<file path="src/rtl/bus_pkg.sv">
// Shared types for the register-bus initiator: FSM state encoding and bus direction codes.
package bus_pkg;

    typedef enum logic [1:0] {
        IDLE,
        ISSUE,
        WAIT,
        RESP
    } state_t;

    localparam logic RW_READ  = 1'b0;
    localparam logic RW_WRITE = 1'b1;

endpackage

</file>
<file path="src/rtl/bus_timeout_counter.sv">
// Counts cycles spent waiting for a bus transaction to return; flags expiry on the
// cycle in which the count of waited cycles reaches TIMEOUT_CYCLES.
module bus_timeout_counter #(
    parameter int TIMEOUT_CYCLES = 255
) (
    input  logic clk,
    input  logic rst,
    input  logic clear_i,
    input  logic enable_i,
    output logic expired_o
);

    localparam int TO_WIDTH = $clog2(TIMEOUT_CYCLES + 1);

    logic [TO_WIDTH-1:0] count_q;
    logic [TO_WIDTH-1:0] count_d;

    always_comb begin
        count_d = count_q;
        if (clear_i) begin
            count_d = '0;
        end else if (enable_i) begin
            count_d = count_q + 1'b1;
        end
    end

    always_ff @(posedge clk) begin
        if (rst) begin
            count_q <= '0;
        end else begin
            count_q <= count_d;
        end
    end

    // count_q holds the waited cycles before the current one, so this is the last allowed cycle
    assign expired_o = enable_i && (count_q == TO_WIDTH'(TIMEOUT_CYCLES - 1));

endmodule

</file>
<file path="src/rtl/bus_initiator.sv">
// Initiator for the daisy-chained register bus: issues one host request as a single-cycle
// bus strobe, waits for it to come back from the chain tail and returns data or a timeout.
module bus_initiator
    import bus_pkg::*;
#(
    parameter int ADDR_WIDTH     = 16,
    parameter int DATA_WIDTH     = 16,
    parameter int TIMEOUT_CYCLES = 255
) (
    input  logic                  clk,
    input  logic                  rst,
    input  logic                  req_valid,
    output logic                  req_ready,
    input  logic [ADDR_WIDTH-1:0] req_addr,
    input  logic [DATA_WIDTH-1:0] req_wdata,
    input  logic                  req_rw,
    output logic                  resp_valid,
    output logic [DATA_WIDTH-1:0] resp_rdata,
    output logic                  resp_timeout,
    output logic [ADDR_WIDTH-1:0] addr_o,
    output logic [DATA_WIDTH-1:0] wdata_o,
    output logic [DATA_WIDTH-1:0] rdata_o,
    output logic                  rw_o,
    output logic                  valid_o,
    input  logic [ADDR_WIDTH-1:0] addr_i,
    input  logic [DATA_WIDTH-1:0] wdata_i,
    input  logic [DATA_WIDTH-1:0] rdata_i,
    input  logic                  rw_i,
    input  logic                  valid_i
);

    state_t                  state_q;
    logic [ADDR_WIDTH-1:0]   pend_addr_q;
    logic                    pend_rw_q;
    logic                    req_ready_q;
    logic                    resp_valid_q;
    logic                    resp_timeout_q;
    logic [DATA_WIDTH-1:0]   resp_rdata_q;
    logic [ADDR_WIDTH-1:0]   addr_q;
    logic [DATA_WIDTH-1:0]   wdata_q;
    logic                    rw_q;
    logic                    valid_q;
    logic                    expired;
    logic                    match;

    bus_timeout_counter #(
        .TIMEOUT_CYCLES(TIMEOUT_CYCLES)
    ) u_timeout (
        .clk      (clk),
        .rst      (rst),
        .clear_i  (state_q == ISSUE),
        .enable_i (state_q == WAIT),
        .expired_o(expired)
    );

    assign match = valid_i && (addr_i == pend_addr_q) && (rw_i == pend_rw_q);

    always_ff @(posedge clk) begin
        if (rst) begin
            state_q        <= IDLE;
            pend_addr_q    <= '0;
            pend_rw_q      <= RW_READ;
            req_ready_q    <= 1'b1;
            resp_valid_q   <= 1'b0;
            resp_timeout_q <= 1'b0;
            resp_rdata_q   <= '0;
            addr_q         <= '0;
            wdata_q        <= '0;
            rw_q           <= RW_READ;
            valid_q        <= 1'b0;
        end else begin
            // Bus outputs and the response strobe are pulses; they default low every cycle
            valid_q      <= 1'b0;
            addr_q       <= '0;
            wdata_q      <= '0;
            rw_q         <= RW_READ;
            resp_valid_q <= 1'b0;
            case (state_q)
                IDLE: begin
                    if (req_valid && req_ready_q) begin
                        pend_addr_q <= req_addr;
                        pend_rw_q   <= req_rw;
                        addr_q      <= req_addr;
                        wdata_q     <= req_wdata;
                        rw_q        <= req_rw;
                        valid_q     <= 1'b1;
                        req_ready_q <= 1'b0;
                        state_q     <= ISSUE;
                    end
                end
                ISSUE: begin
                    state_q <= WAIT;
                end
                WAIT: begin
                    // A return seen on the expiry cycle still counts as a normal completion
                    if (match) begin
                        resp_rdata_q   <= (pend_rw_q == RW_WRITE) ? wdata_i : rdata_i;
                        resp_timeout_q <= 1'b0;
                        resp_valid_q   <= 1'b1;
                        state_q        <= RESP;
                    end else if (expired) begin
                        resp_rdata_q   <= '0;
                        resp_timeout_q <= 1'b1;
                        resp_valid_q   <= 1'b1;
                        state_q        <= RESP;
                    end
                end
                RESP: begin
                    req_ready_q <= 1'b1;
                    state_q     <= IDLE;
                end
                default: begin
                    req_ready_q <= 1'b1;
                    state_q     <= IDLE;
                end
            endcase
        end
    end

    assign req_ready    = req_ready_q;
    assign resp_valid   = resp_valid_q;
    assign resp_rdata   = resp_rdata_q;
    assign resp_timeout = resp_timeout_q;
    assign addr_o       = addr_q;
    assign wdata_o      = wdata_q;
    assign rdata_o      = '0;
    assign rw_o         = rw_q;
    assign valid_o      = valid_q;

endmodule

</file>
<file path="config.mk">
export PLATFORM = sky130hd
export DESIGN_NAME = bus_initiator
export DESIGN_NICKNAME = d
export VERILOG_FILES = /design/src/rtl/bus_pkg.sv /design/src/rtl/bus_timeout_counter.sv /design/src/rtl/bus_initiator.sv
export SDC_FILE = /design/constraint.sdc
export NUM_CORES = 1
export LEC_CHECK = 0
export ABC_AREA = 1
export CAP_MARGIN = 10
export CELL_PAD_IN_SITES_DETAIL_PLACEMENT = 0
export CELL_PAD_IN_SITES_GLOBAL_PLACEMENT = 2
export CORE_MARGIN = 3
export CORE_UTILIZATION = 20
export CTS_CLUSTER_DIAMETER = 100
export CTS_CLUSTER_SIZE = 40
export DETAILED_ROUTE_END_ITERATION = 12
export GPL_ROUTABILITY_DRIVEN = 0
export GPL_TIMING_DRIVEN = 0
export PLACE_DENSITY_LB_ADDON = 0.1
export SYNTH_ARGS = -nofsm -noshare
export SYNTH_HDL_FRONTEND = slang
export SYNTH_SLANG_ARGS = --single-unit
</file>
<file path="constraint.sdc">
create_clock -name clk -period 1.7 [get_ports clk]
set_clock_uncertainty 0.2 [all_clocks]
set_input_delay 0.255 -clock clk [delete_from_list [all_inputs] [get_ports clk]]
set_output_delay 0.255 -clock clk [all_outputs]
set_load 0.005 [all_outputs]
</file>
==> results of run 1 <==
## power by group
part	internal [W]	total, W	leakage (nW)	switching (W)
Clock	0.00102	0.00184	0.134	0.000816
Sequential	0.00212	0.00227	0.658	0.000145
Combinational	0.000833	0.00167	2.17	0.000834
## cells by family (layout without fill, tap and decap cells)
logic type	count (synthesis)	after routing	share of synthesized area (%)
compound gates	45	45	7.986
buf+inv	107	279	14.32
other cells	1	16	0.1078
xor+xnor	5	5	1.259
flops	80	80	46.04
simple gates	206	206	27.77
fa+ha+maj	7	7	2.518
## stage by stage
| stage | utilization, % | TNS, ns |
|---|---|---|
| after floorplan | - | 0 |
| after global placement | 30.99 | -37.81 |
| after detailed placement | 30.99 | -39.12 |
| after CTS | 35.02 | -1.164 |
| after global routing | 35.97 | -1.174 |
| final | 35.97 | 0 |
## routing by layer
layer,vias to the layer above,GRT usage (%),routed length (um)
met3,6,5.334,969
met4,0,3.128,104
li1,1747,-,-
met2,105,19.82,5230
met5,-,0,0
met1,1443,14.32,5081
## critical path: stages, from the launching register on
cell	delay (ns)
dfxtp_4	0.38
nand2_2	0.07
nand2_2	0.05
nor2_2	0.09
nand2_2	0.09
nor2_4	0.16
nand4_4	0.19
clkbuf_16	0.22
nand3_2	0.05
a21oi_1	0.06
## timing repair
item / in CTS / in global routing
gates resized for setup: 69 / 71
pin swaps: 22 / 37
buffers inserted: 20 / 1
cloned: 2 / 0
endpoints found under the setup margin: 73 / 74
## flip-flops by register name, indices dropped and copies added, names as in the netlist
register / count
state_q: 2
pend_rw_q: 1
rw_o: 1
pend_addr_q: 16
resp_valid: 1
wdata_o: 16
valid_o: 1
resp_rdata: 16
u_timeout.count_q: 8
resp_timeout: 1
addr_o: 16
req_ready: 1
## area by class of cell
| type | count | area share [%] |
|---|---|---|
| Multi-Input combinational cell | 279 | 27.67 |
| Timing Repair Buffer | 161 | 27.67 |
| Sequential cell | 80 | 26.91 |
| Inverter | 73 | 4.778 |
| Tap cell | 220 | 4.550 |
| Clock buffer | 10 | 3.950 |
| Buffer | 29 | 3.888 |
| Clock inverter | 6 | 0.5791 |
## path summary, 6_finish.rpt
check / start / endpoint / cells after the start
hold reg to reg: resp_rdata[7] / resp_rdata[7] / 2
hold / removal: req_wdata[6] / wdata_o[6] / 3
setup reg to reg: pend_rw_q / resp_rdata[10] / 9
setup / recovery: pend_rw_q / resp_rdata[10] / 9
## placed cells by master (no fill, tap or decap), types with 13 or more instances in the layout
cell type / count
clkdlybuf4s50_1: 107
nand2_1: 89
dfxtp_1: 63
inv_1: 55
nor2_1: 41
buf_4: 33
dlymetal6s2s_1: 26
nand3_2: 18
nand4_1: 17
conb_1: 16
inv_2: 15
nand2_2: 15
dfxtp_2: 15
o22ai_1: 13
==> results by group, run 1 <==
Clock tree
  • H-Tree Depth: 3
  • Cts hold-fix bufs: 0
  • Worst-path clk slew: roughly 0.070 ns
  • Total clock sinks: 80
  • Clk buf depth: 2
  • CTS tree: yes
  • Clock Latency Late Sink: ~0.34 ns
  • TritonCTS buffer count: 9
  • CTS Root Cell: clkbuf_16

Placed design
  • DPL Wire Length: 8109 um
  • I/O Buffers: 138
  • Pre-CTS setup slack: -0.6845 ns
  • Cell Area, Placed: approximately 5200 um^2
  • Placed Cells: 824

Synthesis
  • Sequential share of the synthesized area: between 40% and 50%
  • Yosys top cell by area: dfxtp_1
  • Dominant synthesized flop cell: dfxtp_1
  • Syn Std Cell Area: around 3500 um^2
  • Post-synthesis cell type count: 36
  • Synth top area cells: dfxtp_1 (46%), nand2_1 (11%), inv_1 (6.9%)
  • Post-synth top cells: nand2_1 (102), dfxtp_1 (80), inv_1 (64)
  • Mean Syn Cell Area: slightly below 8 um^2
  • Most common cell in the synthesized netlist: nand2_1
  • Synth top area share: a little under half
  • #FFs+latches synth: 80
  • Synth warnings: 0
  • Syn Inst Count: about 450
  • Post-synth EDFFs: 0
  • Post-synthesis async set-or-reset flop share: 0%

Drt
  • Initial DRC Count: 64
  • Via count: about 3.3k
  • Number of detailed-route iterations in the first pass: 4
  • Final ANT Viol Nets: 0
  • Avg WL per Cell: between 10 and 15 um
  • Residual DRC: 0
  • Post-Route WL: ~11000 um
  • Vias/cell: between 3 and 4

Timing
  • Tmin final: approximately 1.7 ns
  • Hold Fails Final Rpt: 0
  • # setup viols final: 0
  • Fin crit share: between 90 and 100%
  • Slew headroom: 61.72%
  • Final worst setup slack: 0.008954 ns
  • RSZ-0062 raised after global routing: true
  • Slew Limit Fails: 0
  • Peak Freq: around 600 MHz
  • Hold Worst Slack: approximately 0.23 ns
  • Slew @ Worst Pin: 0.5742 ns

Pwr
  • Leakage: 2.960 nW
  • Tot Pwr: a little under 0.006 W
  • Max VDD drop: 0.5266 mV
  • Power density cells: around 950 nW/um^2

Die
  • Starting density of the core: between 20% and 30%
  • Core area: around 17000 um^2
  • Chip Height: roughly 140 um
  • Die area: 19010 um^2
  • Row Count: 47
  • IO Pins: around 160
  • Die Wd: 137.9 um

Cells and area
  • FILL cells: between 1.5k and 2k
  • Design area: a little over 6000 um^2
  • Fin cells: about 860
  • Layout Nets: roughly 730
  • Multi-input gate area: roughly 1700 um^2
  • Sequential Area: ~1600 um^2
  • N_diodes: 0
  • Layout overhead on the synthesized area: 73.92%
  • Layout cells sized above 1: between 20% and 30%

Setup path
  • CP Launch Type: register
  • Setup crit end kind: register
  • Worst Path Required: around 1.7 ns
  • Worst EP arrival: about 1.7 ns
  • CP Class: register to register
  • Register-to-Register Setup Slack: about 0.009 ns
  • Max FO, Critical Path: 5

Global routing
  • Initial antenna violation count: 0
  • First-pass GRT wire length: approximately 17000 um
  • Largest net degree at the start of global routing: 14
  • Gr ovfl total: 0
  • Number of global-route vias before repair: 3316
  • All-layer global routing usage: 12.03%

Worst hold path
  • Worst min path class: input port to register

Flow run
  • Max-cap viol count: 0

Outcome
  • Outcome: finished, final reports clean
(Power assumes the default switching activity.)
==> inputs of run 2 (changes only) <==
--- a/config.mk
+++ b/config.mk
@@ -17,6 +17,7 @@
 export GPL_ROUTABILITY_DRIVEN = 0
 export GPL_TIMING_DRIVEN = 0
 export PLACE_DENSITY_LB_ADDON = 0.1
+export RECOVER_POWER = 100
 export SYNTH_ARGS = -nofsm -noshare
 export SYNTH_HDL_FRONTEND = slang
 export SYNTH_SLANG_ARGS = --single-unit
==> run 2 against run 1 <==
  * Non-clock buffer count did not move
  * First-iteration DRC count up 14%
  * Sequential cell count unchanged
  * Design area fell by 0.87%
  * Sequential power hardly changed
  * Setup slack barely moved
  * Clock power is essentially flat
  * Critical path depth unchanged
  * Register-to-register slack about the same
  * Critical endpoint unchanged
==> results by group, run 2 (synthesis results as in run 1) <==
Timing
  • Setup TNS: 0 ns (unchanged)
  • Slew @ Worst Pin: 0.5754 ns (+0.001140 ns)
  • # setup viols final: 0 (unchanged)
  • Fin crit share: 99.47% (about the same)
  • RSZ-0062 raised after global routing: true
  • Final worst setup slack: 0.008948 ns (-0.000006330 ns)
  • Hold Worst Slack: 0.2310 ns (+0.0001290 ns)
  • Slew headroom: 61.64% (-0.076 points)
  • Peak Freq: 591.3 MHz (about the same)
  • Hold Fails Final Rpt: 0 (unchanged)
  • Slew Limit Fails: 0 (unchanged)
  • Tmin final: 1.691 ns (+0.000006330 ns)

Clock tree
  • CTS tree: yes
  • Cts hold-fix bufs: 0 (unchanged)
  • Worst-path clk slew: 0.07 ns (about the same)
  • H-Tree Depth: 3 (unchanged)
  • Clk buf depth: 2 (unchanged)
  • Clock Latency Late Sink: 0.34 ns (about the same)
  • TritonCTS buffer count: 9 (unchanged)
  • Total clock sinks: 80 (unchanged)
  • CTS Root Cell: clkbuf_16

Flow run
  • Max-cap viol count: 0 (unchanged)

Cells and area
  • N_diodes: 0 (unchanged)
  • Commonest non-fill, non-tap cells in the layout: clkdlybuf4s50_1 (107), nand2_1 (89), dfxtp_1 (64)
  • Layout Nets: 726 (unchanged)
  • Layout overhead on the synthesized area: 72.41%
  • Layout cells sized above 1: 26.80% (-0.47 points)
  • Most common cell after layout, fill and taps aside: clkdlybuf4s50_1
  • Design area: 5997 um^2 (-0.87%)

Setup path
  • Crit-path cells: nand2_2, nand2_2, nor2_2, nand2_2, nor2_4, nand4_4, clkbuf_16, nand3_2, a21oi_1
  • CP Launch Type: register
  • CP Class: register to register
  • Worst Path Required: 1.70 ns (about the same)
  • Crit-path max cell delay: 0.38 ns (about the same)
  • Slowest-stage cell, CP: dfxtp_4
  • Cell mode on critical path: nand2_2
  • Worst Path Buf+Inv: 1 (unchanged)
  • RR Endpoint: resp_rdata[10]
  • Worst reg-to-reg path cell count: 9 (unchanged)
  • Beginning of the worst register-to-register path: pend_rw_q
  • Setup crit end kind: register
  • Worst EP arrival: 1.69 ns (about the same)
  • Register-to-Register Setup Slack: 0.009 ns (about the same)
  • Max FO, Critical Path: 5 (unchanged)
  • Delay-heaviest family, CP: simple AND/OR/NAND/NOR gates

Drt
  • Avg WL per Cell: 13.24 um (-0.24%)
  • Vias/cell: 3.853 (+0.15%)
  • Number of detailed-route iterations in the first pass: 4 (unchanged)
  • Post-Route WL: 11360 um (-0.24%)
  • Residual DRC: 0 (unchanged)
  • Via count: 3306 (+0.15%)
  • Final ANT Viol Nets: 0 (unchanged)
  • Initial DRC Count: 73 (+14%)

Outcome
  • Outcome: finished, final reports clean

Worst hold path
  • Worst Hold Depth: 3 (unchanged)
  • Hold Startpoint: req_wdata[6]
  • Hold EP: wdata_o[6]
  • Worst min path class: input port to register

Global routing
  • Largest net degree at the start of global routing: 14 (unchanged)
  • Gr ovfl total: 0 (unchanged)
  • All-layer global routing usage: 12.03% (unchanged)
  • Number of global-route vias before repair: 3316 (unchanged)
  • First-pass GRT wire length: 17480 um (unchanged)
  • Initial antenna violation count: 0 (unchanged)

Placed design
  • Cell Area, Placed: 5213 um^2 (unchanged)
  • I/O Buffers: 138 (unchanged)
  • Pre-CTS setup slack: -0.6845 ns (unchanged)
  • DPL Wire Length: 8109 um (unchanged)

Pwr
  • Clock power frac: 32.0% (+0.2 points)
  • Max VDD drop: 0.5266 mV (about the same)
  • Tot Pwr: 0.005730 W (-0.69%)
  • Switch Pwr: 0.001780 W (-0.89%)
  • Power density cells: 955.4 nW/um^2 (+0.18%)
  • Sw Ratio: 31.06% (-0.065 points)
  • Power Internal: 0.003950 W (-0.59%)
  • Comb power frac: 28.5% (-0.4 points)
  • Flop pwr share: 39.5% (+0.2 points)
  • Leakage: 2.738 nW (-7.5%)

Die
  • Starting density of the core: 20.68% (unchanged)
  • Die Wd: 137.9 um (unchanged)
  • IO Pins: 155 (unchanged)
  • Core area: 16820 um^2 (unchanged)
  • Die area: 19010 um^2 (unchanged)
  • Chip Height: 137.9 um (unchanged)
  • Row Count: 47 (unchanged)
## run 2: changes by cell type in the layout (fill, tap and decap cells not counted), sizes merged
cell and change:
clkdlybuf4s25 +11, dlymetal6s2s -11, buf -1, clkbuf +1
## run 2: stage by stage
stage	util, %	cells
final	35.66	858
after global routing	35.66	858
after CTS	35.02	862
after detailed placement	30.99	824
after global placement	30.99	824
after floorplan	-	466
## run 2: final cells by class
type	count	area (um^2)
fill	1766	10820
multi-input combinational	279	1657
timing repair buffer	161	1643
sequential	80	1627
inverter	73	286.5
tap	220	275.3
clock buffer	10	239.0
buffer	29	235.2
clock inverter	6	35.03
## run 2: worst register-to-register path: stages (launching register included)
cell,delay (ns)
dfxtp_4,0.38
nand2_2,0.07
nand2_2,0.05
nor2_2,0.09
nand2_2,0.09
nor2_4,0.16
nand4_4,0.19
clkbuf_16,0.22
nand3_2,0.05
a21oi_1,0.06
## run 2: how the worst max path moves through the flow
stage | start | endpoint | slack [ns] | cells past startpoint
after floorplan | state_q[0] | state_q[1] | 0.008 | 12
after global placement | rst | wdata_o[12] | -0.66 | 6
after detailed placement | rst | wdata_o[14] | -0.68 | 6
after CTS | pend_rw_q | resp_rdata[14] | -0.08 | 11
after global routing | pend_addr_q[5] | resp_rdata[14] | -0.11 | 11
final | pend_rw_q | resp_rdata[10] | 0.009 | 9
## run 2: timing repair
action / in CTS / in global routing
buffers inserted: 20 / 1
pin swaps: 22 / 37
setup endpoints to repair: 73 / 74
resized for setup: 69 / 71
cloned: 2 / 0
## run 2: per-layer routing
metal | share of wire (%) | track usage (%)
met1 | 45 | 14.32
met2 | 46 | 19.82
met3 | 8.5 | 5.334
met4 | 0.92 | 3.128
met5 | 0 | 0
## run 2: power by group through the flow
stage	registers, W	clock network (W)	logic, W
final	0.00226	0.00183	0.00163
after global routing	0.00229	0.00199	0.00184
after CTS	0.00222	0.00193	0.00165
after detailed placement	0.00225	0	0.00143
after global placement	0.00224	0	0.00143
after floorplan	0.00225	0	0.000762
